===== src/rtl/invader_bombs_if.sv =====
// Bus between the invader_bombs stage and its neighbours: formation/player state in,
// bomb slots and the player-hit pulse out.
interface invader_bombs_if #(
  parameter int NUM_BOMBS = 3
);
  logic                     frame;
  logic [54:0]              invaders;
  logic [9:0]               invaders_x;
  logic [9:0]               invaders_y;
  logic [9:0]               player_x;
  logic [9:0]               player_y;
  logic [NUM_BOMBS-1:0]     bomb_active;
  logic [10*NUM_BOMBS-1:0]  bomb_x;
  logic [10*NUM_BOMBS-1:0]  bomb_y;
  logic                     player_collision;

  modport master (
    output frame, invaders, invaders_x, invaders_y, player_x, player_y,
    input  bomb_active, bomb_x, bomb_y, player_collision
  );

  modport slave (
    input  frame, invaders, invaders_x, invaders_y, player_x, player_y,
    output bomb_active, bomb_x, bomb_y, player_collision
  );
endinterface


===== src/rtl/invader_bombs.sv =====
// Invader bomb spawner/mover with player hit detection.
// Optional macro BOMB_AIM_EN: aim the start column at the player instead of using the LFSR.
module invader_bombs #(
  parameter int NUM_BOMBS   = 3,
  parameter int FIRE_PERIOD = 40,
  parameter int BOMB_SPEED  = 4,
  parameter int COL_PITCH   = 32,
  parameter int ROW_PITCH   = 24,
  parameter int INV_W       = 24,
  parameter int INV_H       = 16,
  parameter int PLAYER_W    = 26,
  parameter int PLAYER_H    = 16,
  parameter int BOMB_W      = 2,
  parameter int BOMB_H      = 8,
  parameter int SCREEN_H    = 480
) (
  input  logic           clk,
  input  logic           rst,
  input  logic           arst,
  invader_bombs_if.slave bus
);
  localparam int         FCW     = $clog2(FIRE_PERIOD + 1);
  localparam logic [9:0] Y_LIMIT = 10'(SCREEN_H - BOMB_H);

  typedef enum logic [1:0] {IDLE, SCAN, SPAWN} state_t;

  state_t               state_r, state_s;
  logic [3:0]           col_r, col_s;
  logic [3:0]           scan_cnt_r, scan_cnt_s;
  logic [7:0]           lfsr_r;
  logic [FCW-1:0]       fire_cnt_r;
  logic [NUM_BOMBS-1:0] bomb_active_r, active_s;
  logic [9:0]           bomb_x_r [NUM_BOMBS];
  logic [9:0]           bomb_y_r [NUM_BOMBS];
  logic [9:0]           x_next_s [NUM_BOMBS];
  logic [9:0]           y_next_s [NUM_BOMBS];
  logic [9:0]           y_mv_s   [NUM_BOMBS];
  logic [NUM_BOMBS-1:0] ovl_s;
  logic                 collision_r, hit_s, placed_s;
  logic                 fire_s, spawn_req_s;
  logic [3:0]           start_col_s;
  logic [4:0]           col_bits_s;
  logic [2:0]           row_s;
  logic [9:0]           spawn_x_s, spawn_y_s;

  assign fire_s = bus.frame && (fire_cnt_r == '0);

`ifdef BOMB_AIM_EN
  logic [10:0] centre_s, diff_s, quot_s;
  // Start column under the player's centre, clamped to the formation
  always_comb begin
    centre_s    = {1'b0, bus.player_x} + 11'(PLAYER_W / 2);
    diff_s      = centre_s - {1'b0, bus.invaders_x};
    quot_s      = diff_s / 11'(COL_PITCH);
    if (centre_s < {1'b0, bus.invaders_x}) begin
      start_col_s = 4'd0;
    end else if (quot_s > 11'd10) begin
      start_col_s = 4'd10;
    end else begin
      start_col_s = quot_s[3:0];
    end
  end
`else
  // Random start column folded into 0..10
  always_comb begin
    if (lfsr_r[3:0] < 4'd11) begin
      start_col_s = lfsr_r[3:0];
    end else begin
      start_col_s = lfsr_r[3:0] - 4'd11;
    end
  end
`endif

  // Alive bits of the current column and its lowest (highest-numbered) alive row
  always_comb begin
    col_bits_s = 5'd0;
    row_s      = 3'd0;
    if (col_r <= 4'd10) begin
      for (int r = 0; r < 5; r++) begin
        col_bits_s[r] = bus.invaders[r * 11 + int'(col_r)];
      end
    end else begin
      col_bits_s = 5'd0;
    end
    for (int r = 0; r < 5; r++) begin
      row_s = col_bits_s[r] ? 3'(r) : row_s;
    end
    spawn_x_s = bus.invaders_x + 10'(int'(col_r) * COL_PITCH) + 10'(INV_W / 2 - 1);
    spawn_y_s = bus.invaders_y + 10'(int'(row_s) * ROW_PITCH) + 10'(INV_H);
  end

  // Fire FSM: scan columns from the start column until one has a live invader
  always_comb begin
    state_s     = state_r;
    col_s       = col_r;
    scan_cnt_s  = scan_cnt_r;
    spawn_req_s = 1'b0;
    case (state_r)
      IDLE: begin
        if (fire_s) begin
          state_s    = SCAN;
          col_s      = start_col_s;
          scan_cnt_s = 4'd0;
        end else begin
          state_s = IDLE;
        end
      end
      SCAN: begin
        if (|col_bits_s) begin
          state_s = SPAWN;
        end else if (scan_cnt_r == 4'd10) begin
          state_s = IDLE;
        end else begin
          col_s      = (col_r == 4'd10) ? 4'd0 : col_r + 4'd1;
          scan_cnt_s = scan_cnt_r + 4'd1;
        end
      end
      SPAWN: begin
        spawn_req_s = 1'b1;
        state_s     = IDLE;
      end
      default: state_s = IDLE;
    endcase
  end

  // Candidate position one frame later and its strict overlap with the player
  always_comb begin
    for (int i = 0; i < NUM_BOMBS; i++) begin
      y_mv_s[i] = bomb_y_r[i] + 10'(BOMB_SPEED);
      ovl_s[i]  = ({1'b0, bomb_x_r[i]} < {1'b0, bus.player_x} + 11'(PLAYER_W)) &&
                  ({1'b0, bus.player_x} < {1'b0, bomb_x_r[i]} + 11'(BOMB_W)) &&
                  ({1'b0, y_mv_s[i]}    < {1'b0, bus.player_y} + 11'(PLAYER_H)) &&
                  ({1'b0, bus.player_y} < {1'b0, y_mv_s[i]} + 11'(BOMB_H));
    end
  end

  // Slot update: move on frame, then spawn into the lowest slot free after the move
  always_comb begin
    active_s = bomb_active_r;
    hit_s    = 1'b0;
    placed_s = 1'b0;
    for (int i = 0; i < NUM_BOMBS; i++) begin
      x_next_s[i] = bomb_x_r[i];
      y_next_s[i] = bomb_y_r[i];
    end
    if (bus.frame) begin
      for (int i = 0; i < NUM_BOMBS; i++) begin
        if (!bomb_active_r[i]) begin
          active_s[i] = 1'b0;
        end else if (y_mv_s[i] > Y_LIMIT) begin
          active_s[i] = 1'b0;
        end else if (ovl_s[i]) begin
          active_s[i] = 1'b0;
          hit_s       = 1'b1;
        end else begin
          y_next_s[i] = y_mv_s[i];
        end
      end
    end else begin
      hit_s = 1'b0;
    end
    for (int i = 0; i < NUM_BOMBS; i++) begin
      if (spawn_req_s && !placed_s && !active_s[i]) begin
        active_s[i] = 1'b1;
        x_next_s[i] = spawn_x_s;
        y_next_s[i] = spawn_y_s;
        placed_s    = 1'b1;
      end else begin
        placed_s = placed_s;
      end
    end
  end

  // State registers; arst is a synchronous restart identical to rst
  always_ff @(posedge clk or posedge rst) begin
    if (rst) begin
      state_r       <= IDLE;
      col_r         <= 4'd0;
      scan_cnt_r    <= 4'd0;
      lfsr_r        <= 8'hA5;
      fire_cnt_r    <= FCW'(FIRE_PERIOD - 1);
      bomb_active_r <= '0;
      collision_r   <= 1'b0;
      for (int i = 0; i < NUM_BOMBS; i++) begin
        bomb_x_r[i] <= 10'd0;
        bomb_y_r[i] <= 10'd0;
      end
    end else if (arst) begin
      state_r       <= IDLE;
      col_r         <= 4'd0;
      scan_cnt_r    <= 4'd0;
      lfsr_r        <= 8'hA5;
      fire_cnt_r    <= FCW'(FIRE_PERIOD - 1);
      bomb_active_r <= '0;
      collision_r   <= 1'b0;
      for (int i = 0; i < NUM_BOMBS; i++) begin
        bomb_x_r[i] <= 10'd0;
        bomb_y_r[i] <= 10'd0;
      end
    end else begin
      state_r       <= state_s;
      col_r         <= col_s;
      scan_cnt_r    <= scan_cnt_s;
      lfsr_r        <= {lfsr_r[6:0], lfsr_r[7] ^ lfsr_r[5] ^ lfsr_r[4] ^ lfsr_r[3]};
      bomb_active_r <= active_s;
      collision_r   <= hit_s;
      for (int i = 0; i < NUM_BOMBS; i++) begin
        bomb_x_r[i] <= x_next_s[i];
        bomb_y_r[i] <= y_next_s[i];
      end
      if (bus.frame) begin
        fire_cnt_r <= (fire_cnt_r == '0) ? FCW'(FIRE_PERIOD - 1) : fire_cnt_r - FCW'(1);
      end else begin
        fire_cnt_r <= fire_cnt_r;
      end
    end
  end

  assign bus.bomb_active      = bomb_active_r;
  assign bus.player_collision = collision_r;

  for (genvar g = 0; g < NUM_BOMBS; g++) begin : g_pack
    assign bus.bomb_x[10*g +: 10] = bomb_x_r[g];
    assign bus.bomb_y[10*g +: 10] = bomb_y_r[g];
  end
endmodule


===== src/flat_wrapper.sv =====
// flat-port wrapper written by rule: the top's interface ports become plain ports
module invader_bombs_flat 
#(
  parameter int NUM_BOMBS   = 3,
  parameter int FIRE_PERIOD = 40,
  parameter int BOMB_SPEED  = 4,
  parameter int COL_PITCH   = 32,
  parameter int ROW_PITCH   = 24,
  parameter int INV_W       = 24,
  parameter int INV_H       = 16,
  parameter int PLAYER_W    = 26,
  parameter int PLAYER_H    = 16,
  parameter int BOMB_W      = 2,
  parameter int BOMB_H      = 8,
  parameter int SCREEN_H    = 480
)
  (clk, rst, arst, bus_frame, bus_invaders, bus_invaders_x, bus_invaders_y, bus_player_x, bus_player_y, bus_bomb_active, bus_bomb_x, bus_bomb_y, bus_player_collision);
  invader_bombs_if #(.NUM_BOMBS(NUM_BOMBS)) bus_i ();
  input  logic clk;
  input  logic rst;
  input  logic arst;
  input wire logic [$bits(bus_i.frame)-1:0] bus_frame;
  input wire logic [$bits(bus_i.invaders)-1:0] bus_invaders;
  input wire logic [$bits(bus_i.invaders_x)-1:0] bus_invaders_x;
  input wire logic [$bits(bus_i.invaders_y)-1:0] bus_invaders_y;
  input wire logic [$bits(bus_i.player_x)-1:0] bus_player_x;
  input wire logic [$bits(bus_i.player_y)-1:0] bus_player_y;
  output wire logic [$bits(bus_i.bomb_active)-1:0] bus_bomb_active;
  output wire logic [$bits(bus_i.bomb_x)-1:0] bus_bomb_x;
  output wire logic [$bits(bus_i.bomb_y)-1:0] bus_bomb_y;
  output wire logic [$bits(bus_i.player_collision)-1:0] bus_player_collision;
  assign bus_i.frame = bus_frame;
  assign bus_i.invaders = bus_invaders;
  assign bus_i.invaders_x = bus_invaders_x;
  assign bus_i.invaders_y = bus_invaders_y;
  assign bus_i.player_x = bus_player_x;
  assign bus_i.player_y = bus_player_y;
  assign bus_bomb_active = bus_i.bomb_active;
  assign bus_bomb_x = bus_i.bomb_x;
  assign bus_bomb_y = bus_i.bomb_y;
  assign bus_player_collision = bus_i.player_collision;
  invader_bombs #(.NUM_BOMBS(NUM_BOMBS), .FIRE_PERIOD(FIRE_PERIOD), .BOMB_SPEED(BOMB_SPEED), .COL_PITCH(COL_PITCH), .ROW_PITCH(ROW_PITCH), .INV_W(INV_W), .INV_H(INV_H), .PLAYER_W(PLAYER_W), .PLAYER_H(PLAYER_H), .BOMB_W(BOMB_W), .BOMB_H(BOMB_H), .SCREEN_H(SCREEN_H)) u_core (.clk(clk), .rst(rst), .arst(arst), .bus(bus_i));
endmodule

===== config.mk =====
export PLATFORM = sky130hd
export DESIGN_NAME = invader_bombs_flat
export DESIGN_NICKNAME = d
export VERILOG_FILES = /design/src/rtl/invader_bombs_if.sv /design/src/rtl/invader_bombs.sv /design/src/flat_wrapper.sv
export SDC_FILE = /design/constraint.sdc
export NUM_CORES = 1
export LEC_CHECK = 0
export CORE_ASPECT_RATIO = 1.1
export CORE_MARGIN = 8
export CORE_UTILIZATION = 40
export DETAILED_ROUTE_END_ITERATION = 8
export SLEW_MARGIN = 30
export SYNTH_ARGS = -nofsm -noshare
export SYNTH_HDL_FRONTEND = slang
export SYNTH_SLANG_ARGS = --single-unit

===== constraint.sdc =====
create_clock -name clk -period 9.7 [get_ports clk]
set_input_delay 2.91 -clock clk [delete_from_list [all_inputs] [get_ports clk]]
set_output_delay 2.91 -clock clk [all_outputs]
set_load 0.01 [all_outputs]

Yosys cells after proc, flatten, opt, wreduce, memory -nomap -nowiden
Cells that the tools add are included.
{"block": "op_classes", "add_sub_neg": 23, "multipliers": 1, "magnitude_cmp": 22, "n_eq_ne": 14, "n_mux": 86, "bitwise_logic": 3, "reduce_logical": 38}
{"cell": "2-to-1 mux 10 bit", "count": 15}
{"cell": "less-than comparator 10 x 11 -> 1 bit", "count": 12}
{"cell": "less-than comparator 32 x 8 -> 1 bit (second input constant)", "count": 4}
{"cell": "2-to-1 mux 30 bit", "count": 3}
{"cell": "2-to-1 mux 4 bit", "count": 10}
{"cell": "2-to-1 mux 1 bit", "count": 37}
{"cell": "adder 10 x 2 -> 11 bit (second input constant)", "count": 3}
{"cell": "adder 10 x 4 -> 11 bit (second input constant)", "count": 3}
{"cell": "adder 10 x 3 -> 10 bit (second input constant)", "count": 3}
{"cell": "> comparator 10 x 9 -> 1 bit (second input constant)", "count": 3}
{"cell": "binary-select mux 1 bit (select 6 bit)", "count": 4}
{"cell": "!= test 3 bit (second input constant)", "count": 8}
{"cell": "adder 10 x 5 -> 11 bit (second input constant)", "count": 2}
{"cell": "nonzero test 3 bit", "count": 7}
{"cell": "2-to-1 mux 6 bit", "count": 3}
{"cell": "case mux 4 bit (2 select lines)", "count": 2}
{"cell": "AND reduction 4 bit", "count": 4}
{"cell": "logical AND 1 bit", "count": 15}
{"cell": "2-to-1 mux 3 bit", "count": 5}
{"cell": "adder 6 x 4 -> 7 bit (first input constant)", "count": 2}
{"cell": "adder 10 bit", "count": 1}
{"cell": "adder 10 x 4 -> 10 bit (second input constant)", "count": 1}
{"cell": "adder 10 x 5 -> 10 bit (second input constant)", "count": 1}
{"cell": "adder 10 x 9 -> 10 bit", "count": 1}
{"cell": "25 further kinds", "count": 38}
{"block": "totals", "regBits": 88}

Logic depth before layout (Yosys ltp)
Gate-level depths: netlist (run 1).
{"block": "logic_depth", "ltp_word": 21, "ltp_mapped": 24, "mapped_depth_nobuf": 21}

Worst setup path before layout (run 1)
Ideal clock, no wire load.
{"block": "synth_timing", "kind": "input -> register", "startpoint": "input bus_player_x[1]", "endpoint": "register u_core.bomb_x_r, in the netlist u_core.bus.bomb_x[20]", "t_arrival_ns": 6.008, "path_slack_ns": 3.598, "cell_stages": 16, "path_buffers": 2, "cell_sequence": "ha_1 nor3_1 nor2_1 xnor2_1 ha_1 a21oi_1 o21a_1 o31ai_1 maj3_1 a311o_1 o21ai_1 and2_1 clkbuf_1 buf_2 a21oi_1 a211oi_1"}
{"block": "synth_between", "elab_chain_len": 20}
{"element": "start: declaration", "line": "flat_wrapper.sv:26", "rtl": "input wire logic [$bits(bus_i.player_x)-1:0] bus_player_x;"}
{"element": "adder 10 x 5 -> 11 bit", "line": "invader_bombs.sv:130", "rtl": "ovl_s[i] = ({1'b0, bomb_x_r[i]} < {1'b0, bus.player_x} + 11'(PLAYER_W)) &&"}
{"element": "less-than comparator 10 x 11 -> 1 bit", "line": "invader_bombs.sv:130"}
{"element": "logical AND 1 bit", "line": "invader_bombs.sv:130"}
{"element": "logical AND 1 bit", "line": "invader_bombs.sv:131", "rtl": "({1'b0, bus.player_x} < {1'b0, bomb_x_r[i]} + 11'(BOMB_W)) &&"}
{"element": "logical AND 1 bit", "line": "invader_bombs.sv:132", "rtl": "({1'b0, y_mv_s[i]} < {1'b0, bus.player_y} + 11'(PLAYER_H)) &&"}
{"element": "2-to-1 mux 1 bit", "line": "invader_bombs.sv:152", "rtl": "end else if (ovl_s[i]) begin"}
{"element": "2-to-1 mux 1 bit", "line": "invader_bombs.sv:150", "rtl": "end else if (y_mv_s[i] > Y_LIMIT) begin"}
{"element": "2-to-1 mux 1 bit", "line": "invader_bombs.sv:148", "rtl": "if (!bomb_active_r[i]) begin"}
{"element": "[3 not listed]"}
{"element": "2-to-1 mux 1 bit", "line": "invader_bombs.sv:163", "rtl": "if (spawn_req_s && !placed_s && !active_s[i]) begin"}
{"element": "logical NOT 1 bit", "line": "invader_bombs.sv:163"}
{"element": "logical AND 1 bit (2 in series)", "line": "invader_bombs.sv:163"}
{"element": "2-to-1 mux 1 bit", "line": "invader_bombs.sv:163"}
{"element": "logical NOT 1 bit", "line": "invader_bombs.sv:163"}
{"element": "logical AND 1 bit", "line": "invader_bombs.sv:163"}
{"element": "logical AND 1 bit (*)", "line": "invader_bombs.sv:163"}
{"element": "nonzero test 2 bit (no line) (*)"}
{"element": "end signal: indexed assignment", "line": "invader_bombs.sv:208", "rtl": "bomb_x_r[i] <= x_next_s[i];"}
{"element": "end: declaration", "line": "invader_bombs.sv:33", "rtl": "logic [9:0] bomb_x_r [NUM_BOMBS];"}
Mark *: on every way between the ends. The rest lies on a longest branch, timed or not.
A chain may end at the register's enable or synchronous reset.

Worst setup path after layout (run 1)
{"block": "layout_timing", "startpoint": "input bus_player_y[4]", "endpoint": "register u_core.bomb_y_r, in the netlist u_core.bus.bomb_y[26]"}
{"block": "layout_between", "elab_chain_len": 20}
{"element": "start: declaration", "line": "flat_wrapper.sv:27", "rtl": "input wire logic [$bits(bus_i.player_y)-1:0] bus_player_y;"}
{"element": "adder 10 x 5 -> 11 bit", "line": "invader_bombs.sv:132"}
{"element": "less-than comparator 10 x 11 -> 1 bit", "line": "invader_bombs.sv:132"}
{"element": "logical AND 1 bit", "line": "invader_bombs.sv:131"}
{"element": "logical AND 1 bit", "line": "invader_bombs.sv:132"}
{"element": "2-to-1 mux 1 bit", "line": "invader_bombs.sv:152"}
{"element": "2-to-1 mux 1 bit", "line": "invader_bombs.sv:150"}
{"element": "2-to-1 mux 1 bit", "line": "invader_bombs.sv:148"}
{"element": "2-to-1 mux 3 bit", "line": "invader_bombs.sv:146", "rtl": "if (bus.frame) begin"}
{"element": "[2 not listed]"}
{"element": "2-to-1 mux 1 bit", "line": "invader_bombs.sv:163"}
{"element": "logical NOT 1 bit", "line": "invader_bombs.sv:163"}
{"element": "logical AND 1 bit (2 in series)", "line": "invader_bombs.sv:163"}
{"element": "2-to-1 mux 1 bit", "line": "invader_bombs.sv:163"}
{"element": "logical NOT 1 bit", "line": "invader_bombs.sv:163"}
{"element": "logical AND 1 bit (2 in series)", "line": "invader_bombs.sv:163"}
{"element": "!= test 3 bit (no line) (tied with other cells)"}
{"element": "AND reduction 4 bit (no line) or 2-to-1 mux 30 bit (tied branches)"}
{"element": "end signal: indexed assignment", "line": "invader_bombs.sv:209", "rtl": "bomb_y_r[i] <= y_next_s[i];"}
{"element": "end: declaration", "line": "invader_bombs.sv:34", "rtl": "logic [9:0] bomb_y_r [NUM_BOMBS];"}
Several ways; a longest one is shown, not always the timed one.

==> metrics.txt, run 1 <==
maximum clock rate 0.133 GHz; area taken by multi-input logic gates between 0.007 and 0.008 mm²; WL per Instance 20.0 µm; Max-cap violations 0; Root Buffer clkbuf_16; Post-Layout Cell Count 1,656; GRT Total Usage 0.209; Worst-Margin Slew 0.835 ns; global route overflow 0; Die ar. 0.0312 mm²; Die Y 185 µm; setup_tns 0 ns; Min-Delay Startpoint u_core.lfsr_r[6]$_DFF_PP0_; ys flop type dfrtp_1; Arrival @ worst endpoint 7.75 ns; Placed Cells 1,639; Startpoint Class input pin; register area 0.00221 mm²; Mean Syn Cell Area 8.80 µm²; RSZ-0062 raised after global routing no; Int Pwr 0.804 mW; ys async rst share 1.00; kind of critical path input pin to flop; Num CTS Buffers 9; Hold Violations, Final 0; starting DRC count in detailed routing 565; post_cts resized 0; area share of the largest cell type after synthesis 0.194; FF-to-FF path depth 20; IO Port Bufs 162; first-pass GRT wire length 52.5 mm; fin nets 1,554; register bit total from synthesis 88; cell with the most instances after synthesis ha_1; vias in the first global route roughly 9,700; status complete, no violations; final hold slack 0.451 ns; vias post-DR 9,600; Gate power share 0.413; layout cells sized above 1 0.0718; synth unique cells 81; IO Pins 163; Switching Share 0.345; Routed WL between 30 and 40 mm; CTS clk-pin slew, worst paths 0.06 ns; Hold-fix buffers, CTS 0; fin. max-slew vios 0; maximum VDD drop about 0.09 mV; clk sinks 88; Slew headroom 0.439; clock buffer depth 2; Flop pwr share 0.310; Synth Warn # 0; r2r setup slk 3.84 ns; WP data required roughly 9.9 ns; P_leak 5.18 nW; Post-synth EDFFs 0; largest net degree at the start of global routing about 70; Switching Power 0.423 mW; Detail Placement HPWL 26.4 mm; worst hold path cell count 1; Skew-Pair Late Insertion Delay 0.34 ns; class of the worst hold path flop to flop; Critical Path Sink Type flop; hold endpoint u_core.lfsr_r[7]$_DFF_PP1_; Cells after Synth ~1,200; post-synthesis cell area 0.0103 mm²; fin crit period 7.53 ns; CTS tree done; Final Skew 0.00570 ns; Die Wd 169 µm; Layout area overhead 21.4%; setup bufs post-CTS 0; worst r2r dst u_core.bus.bomb_y[29]$_DFFE_PP0P_; count of TritonRoute iterations in the first routing pass 5; initial antenna violation count 3; DR vias/cell 5.80; ant diodes 0; final setup fails 0; clock share of power 0.277; gpl congestion 0.893; Tcrit/Tclk final 0.776; Placeable Area 0.0253 mm²; Post-DRT Antenna Nets 0; row cnt 61; initial core utilization 0.408; most frequent cells after synthesis ha_1, nand2_1, a21oi_1, dfrtp_1, o21ai_0; Critical Path Fanout Max 11; H-tree depth 3; Syn Nets between 1,000 and 1,500; largest cells by area after synthesis dfrtp_1, ha_1, mux4_2; DR DRC count 0; Layout fillers 2,470; worst r2r src u_core.col_r[0]$_DFFE_PP0P_; PD cells 97.9 mW/mm²; cell taking the most area after synthesis dfrtp_1; register area share after synthesis 0.214
cell families after synthesis:
logic type / Yosys count / synth area share
xor+xnor: 94 / 0.0797
simple gates: 347 / 0.171
fa+ha+maj: 151 / 0.183
mux: 71 / 0.114
other cells: 1 / 0.000363
flops: 88 / 0.214
compound gates: 304 / 0.191
buf+inv: 118 / 0.0467
registers in the layout, summed over array words and instances (netlist names):
name,flops
u_core.bus.bomb_active,3
u_core.bus.bomb_x,30
u_core.bus.bomb_y,30
u_core.bus.player_collision,1
u_core.col_r,4
u_core.fire_cnt_r,6
u_core.lfsr_r,8
u_core.scan_cnt_r,4
u_core.state_r,2
placed cells by master, fill, tap and decap left out, types with 7 or more instances in the layout:
master,n
clkbuf_16,9
nor3_1,21
o211ai_1,7
nand3_1,56
o31ai_1,7
o21a_1,7
a21oi_1,80
or3_1,9
a21o_1,23
dfstp_2,8
mux2i_1,30
nor3b_1,7
nand3b_1,7
xor2_1,36
clkdlybuf4s50_1,161
nand2b_1,18
buf_4,7
ha_1,149
o21ai_0,71
nor2_1,65
nor4_1,7
mux4_2,37
a31oi_1,14
xnor2_1,58
dfrtp_1,79
a211oi_1,19
and2_1,7
a22oi_1,8
inv_1,65
and3_1,13
nand4_1,7
nand2_1,87
nor2b_1,20
cell type report:
type	instances	share of cell area
inverter	67	0.0201
multi-input combinational	968	0.610
timing repair buffer	171	0.136
sequential	88	0.176
clock inverter	4	0.00379
clock buffer	12	0.0189
tap	346	0.0345
critical path: stages:
cell	delay, ns
clkdlybuf4s50_1	0.71
ha_1	0.28
nand3_1	0.10
xor2_1	0.33
ha_1	0.32
a211oi_1	0.24
o21ai_0	0.12
a21oi_1	0.15
o21ai_0	0.16
nor3_1	0.67
a211oi_2	0.31
a22oi_1	0.68
nor2_1	0.37
o31a_1	0.38
how the worst max path moves through the flow:
stage / from / end / slack (ns) / cells after the start
after floorplan: bus_player_x[1] / u_core.bus.bomb_x[20]$_DFFE_PP0P_ / 3.60 / 16
after global placement: bus_player_y[4] / u_core.bus.bomb_y[26]$_DFFE_PP0P_ / 1.97 / 14
after detailed placement: bus_player_y[4] / u_core.bus.bomb_y[26]$_DFFE_PP0P_ / 1.92 / 14
after CTS: bus_player_y[4] / u_core.bus.bomb_y[26]$_DFFE_PP0P_ / 2.25 / 14
after global routing: bus_player_y[4] / u_core.bus.bomb_y[26]$_DFFE_PP0P_ / 2.01 / 14
final: bus_player_y[4] / u_core.bus.bomb_y[26]$_DFFE_PP0P_ / 2.17 / 14
per-stage QoR:
| stage | setup slack (ns) | area, µm² | power (mW) | util |
|---|---|---|---|---|
| global route | 2.01 | 12500 | 1.30 | 0.495 |
| global placement | 1.97 | 12200 | 0.887 | 0.482 |
| floorplan | 3.60 | 10300 | 0.732 | - |
| detailed placement | 1.92 | 12200 | 0.892 | 0.483 |
| finish | 2.17 | 12500 | 1.23 | 0.495 |
| CTS | 2.25 | 12500 | 1.24 | 0.494 |
per-layer routing:
| metal | part of all wire | GRT usage |
|---|---|---|
| met1 | 0.44 | 0.264 |
| met2 | 0.47 | 0.355 |
| met3 | 0.050 | 0.0329 |
| met4 | 0.032 | 0.0801 |
| met5 | 0.0010 | 0 |
power by group through the flow:
| stage | clock network, mW | logic, mW | registers [mW] |
|---|---|---|---|
| 6_report | 0.340 | 0.507 | 0.381 |
| 5_1_grt | 0.361 | 0.557 | 0.382 |
| 4_1_cts | 0.349 | 0.508 | 0.381 |
| 3_5_place_dp | 0 | 0.504 | 0.388 |
| 3_3_place_gp | 0 | 0.499 | 0.387 |
| 2_1_floorplan | 0 | 0.344 | 0.387 |
No activity file was read; power rests on OpenSTA's default activity.
==> inputs of run 2 (changes only) <==
clock period = 7.7 ns   (was 9.7 ns; I/O delays follow)
==> metrics.txt, run 2 (same netlist as run 1, synthesis figures left out) <==
status complete, no violations; hold endpoint u_core.lfsr_r[7]$_DFF_PP1_; starting DRC count in detailed routing 576 (+1.9%); RSZ-0062 raised after global routing no; initial core utilization 0.408 (unchanged); ant diodes 0 (unchanged); vias in the first global route 9,599 (-1.0%); Critical Path Sink Type flop; Die Wd 169 µm (unchanged); initial antenna violation count 3 (unchanged); Layout area overhead 21.7%; worst r2r src u_core.col_r[0]$_DFFE_PP0P_; Startpoint Class input pin; PD cells 128 mW/mm² (+30%); setup_tns 0 ns (unchanged); Min-Delay Startpoint u_core.lfsr_r[6]$_DFF_PP0_; most common cell after layout, fill and taps aside clkdlybuf4s50_1; class of the worst hold path flop to flop; Hold Violations, Final 0 (unchanged); first-pass GRT wire length 52.7 mm (+0.43%); count of TritonRoute iterations in the first routing pass 5 (unchanged); final hold slack 0.436 ns (-0.0149 ns); Detail Placement HPWL 26.3 mm (-0.27%); DR DRC count 0 (unchanged); clock buffer depth 2 (unchanged); DR vias/cell 5.72 (-1.3%); row cnt 61 (unchanged); Num CTS Buffers 9 (unchanged); Tcrit/Tclk final 0.864; Worst-Margin Slew 0.961 ns (+0.126 ns); maximum VDD drop 0.107 mV (+21%); Final Skew 0.0160 ns (+0.0103 ns); setup bufs post-CTS 0 (unchanged); kind of critical path input pin to flop; gpl congestion 0.882 (-1.2%); final setup fails 0 (unchanged); H-tree depth 3 (unchanged); Die ar. 0.0312 mm² (unchanged); Arrival @ worst endpoint 6.88 ns (-0.87 ns); fin. max-slew vios 0 (unchanged); IO Port Bufs 162 (unchanged); Max-cap violations 0 (unchanged); FF-to-FF path depth 20 (unchanged); Die Y 185 µm (unchanged); global route overflow 0 (unchanged); P_leak 5.21 nW (+0.48%); Critical Path Fanout Max 11 (unchanged); Routed WL 32.9 mm (-0.66%); Root Buffer clkbuf_16; GRT Total Usage 0.210 (+0.000411); worst hold path cell count 1 (unchanged); largest net degree at the start of global routing 64 (-7.2%); fin nets 1,556 (+0.13%); Post-DRT Antenna Nets 0 (unchanged); layout cells sized above 1 0.0732 (+0.00142); IO Pins 163 (unchanged); Slew headroom 0.359 (-0.0798); total power 1.60 mW (+31%); commonest non-fill, non-tap cells in the layout clkdlybuf4s50_1, ha_1, nand2_1; CTS clk-pin slew, worst paths 0.07 ns (about the same); WL per Instance 19.8 µm (-0.78%); worst r2r dst u_core.bus.bomb_y[29]$_DFFE_PP0P_; Hold-fix buffers, CTS 0 (unchanged); r2r setup slk 2.38 ns (-1.46 ns); fin util 0.496 (+0.00109); post_cts resized 0 (unchanged); CTS tree done; maximum clock rate 0.150 GHz; WP data required 7.93 ns (-1.99 ns); vias post-DR 9,488 (-1.2%); Skew-Pair Late Insertion Delay 0.34 ns (about the same); clk sinks 88 (unchanged); Placeable Area 0.0253 mm² (unchanged); fin crit period ~6.6 ns
## run 2: area by class of cell
class | count | area, µm²
fillers | 2523 | 12800
inverters | 67 | 253
well taps | 346 | 433
clock buffers | 10 | 239
flip-flops and latches | 88 | 2210
multi-input cells | 968 | 7640
clock inverters | 6 | 90.1
repair buffers | 173 | 1700
## run 2: how the worst max path moves through the flow
stage / startpoint / cells after the start / slack (ns) / to
3_3_place_gp: bus_player_x[1] / 14 / 0.94 / u_core.bus.bomb_y[26]$_DFFE_PP0P_
5_1_grt: bus_player_x[2] / 14 / 0.73 / u_core.bus.bomb_y[26]$_DFFE_PP0P_
2_1_floorplan: bus_player_x[1] / 16 / 2.20 / u_core.bus.bomb_x[20]$_DFFE_PP0P_
6_report: bus_player_x[2] / 13 / 1.05 / u_core.bus.bomb_y[26]$_DFFE_PP0P_
3_5_place_dp: bus_player_x[2] / 13 / 0.77 / u_core.bus.bomb_y[26]$_DFFE_PP0P_
4_1_cts: bus_player_x[2] / 13 / 1.11 / u_core.bus.bomb_y[26]$_DFFE_PP0P_
## run 2: critical path: stages
cell,delay (ns)
clkdlybuf4s50_1,0.54
ha_1,0.28
nor3_1,0.29
xor2_1,0.34
ha_1,0.32
o211ai_1,0.16
o311ai_0,0.24
and4_1,0.26
nor3_1,0.49
a211oi_2,0.27
a22oi_1,0.68
nor2_1,0.33
o31a_1,0.37
## run 2: routing by layer
metal	GRT usage	vias up	share of wire
met5	0	-	0.0013
met4	0.0563	6	0.020
met3	0.0321	45	0.053
met2	0.364	263	0.48
met1	0.266	4566	0.44
li1	-	4608	-
## run 2: per-stage QoR
stage	worst slack, ns	instances	instance area, µm²
finish	1.05	1658	12600
global route	0.728	1658	12600
CTS	1.11	1658	12600
detailed placement	0.767	1642	12200
global placement	0.940	1642	12200
floorplan	2.20	1174	10300
## run 2: power breakdown
group	switching (mW)	leakage, nW	internal (mW)
clock network	0.191	0.159	0.295
logic	0.348	3.86	0.290
registers	0.00664	1.19	0.472
==> inputs of run 3 (changes only) <==
TNS_END_PERCENT = 30   (was default)
==> results of run 3 <==
The final DEF is identical to that of run 2; final timing and power are the same.
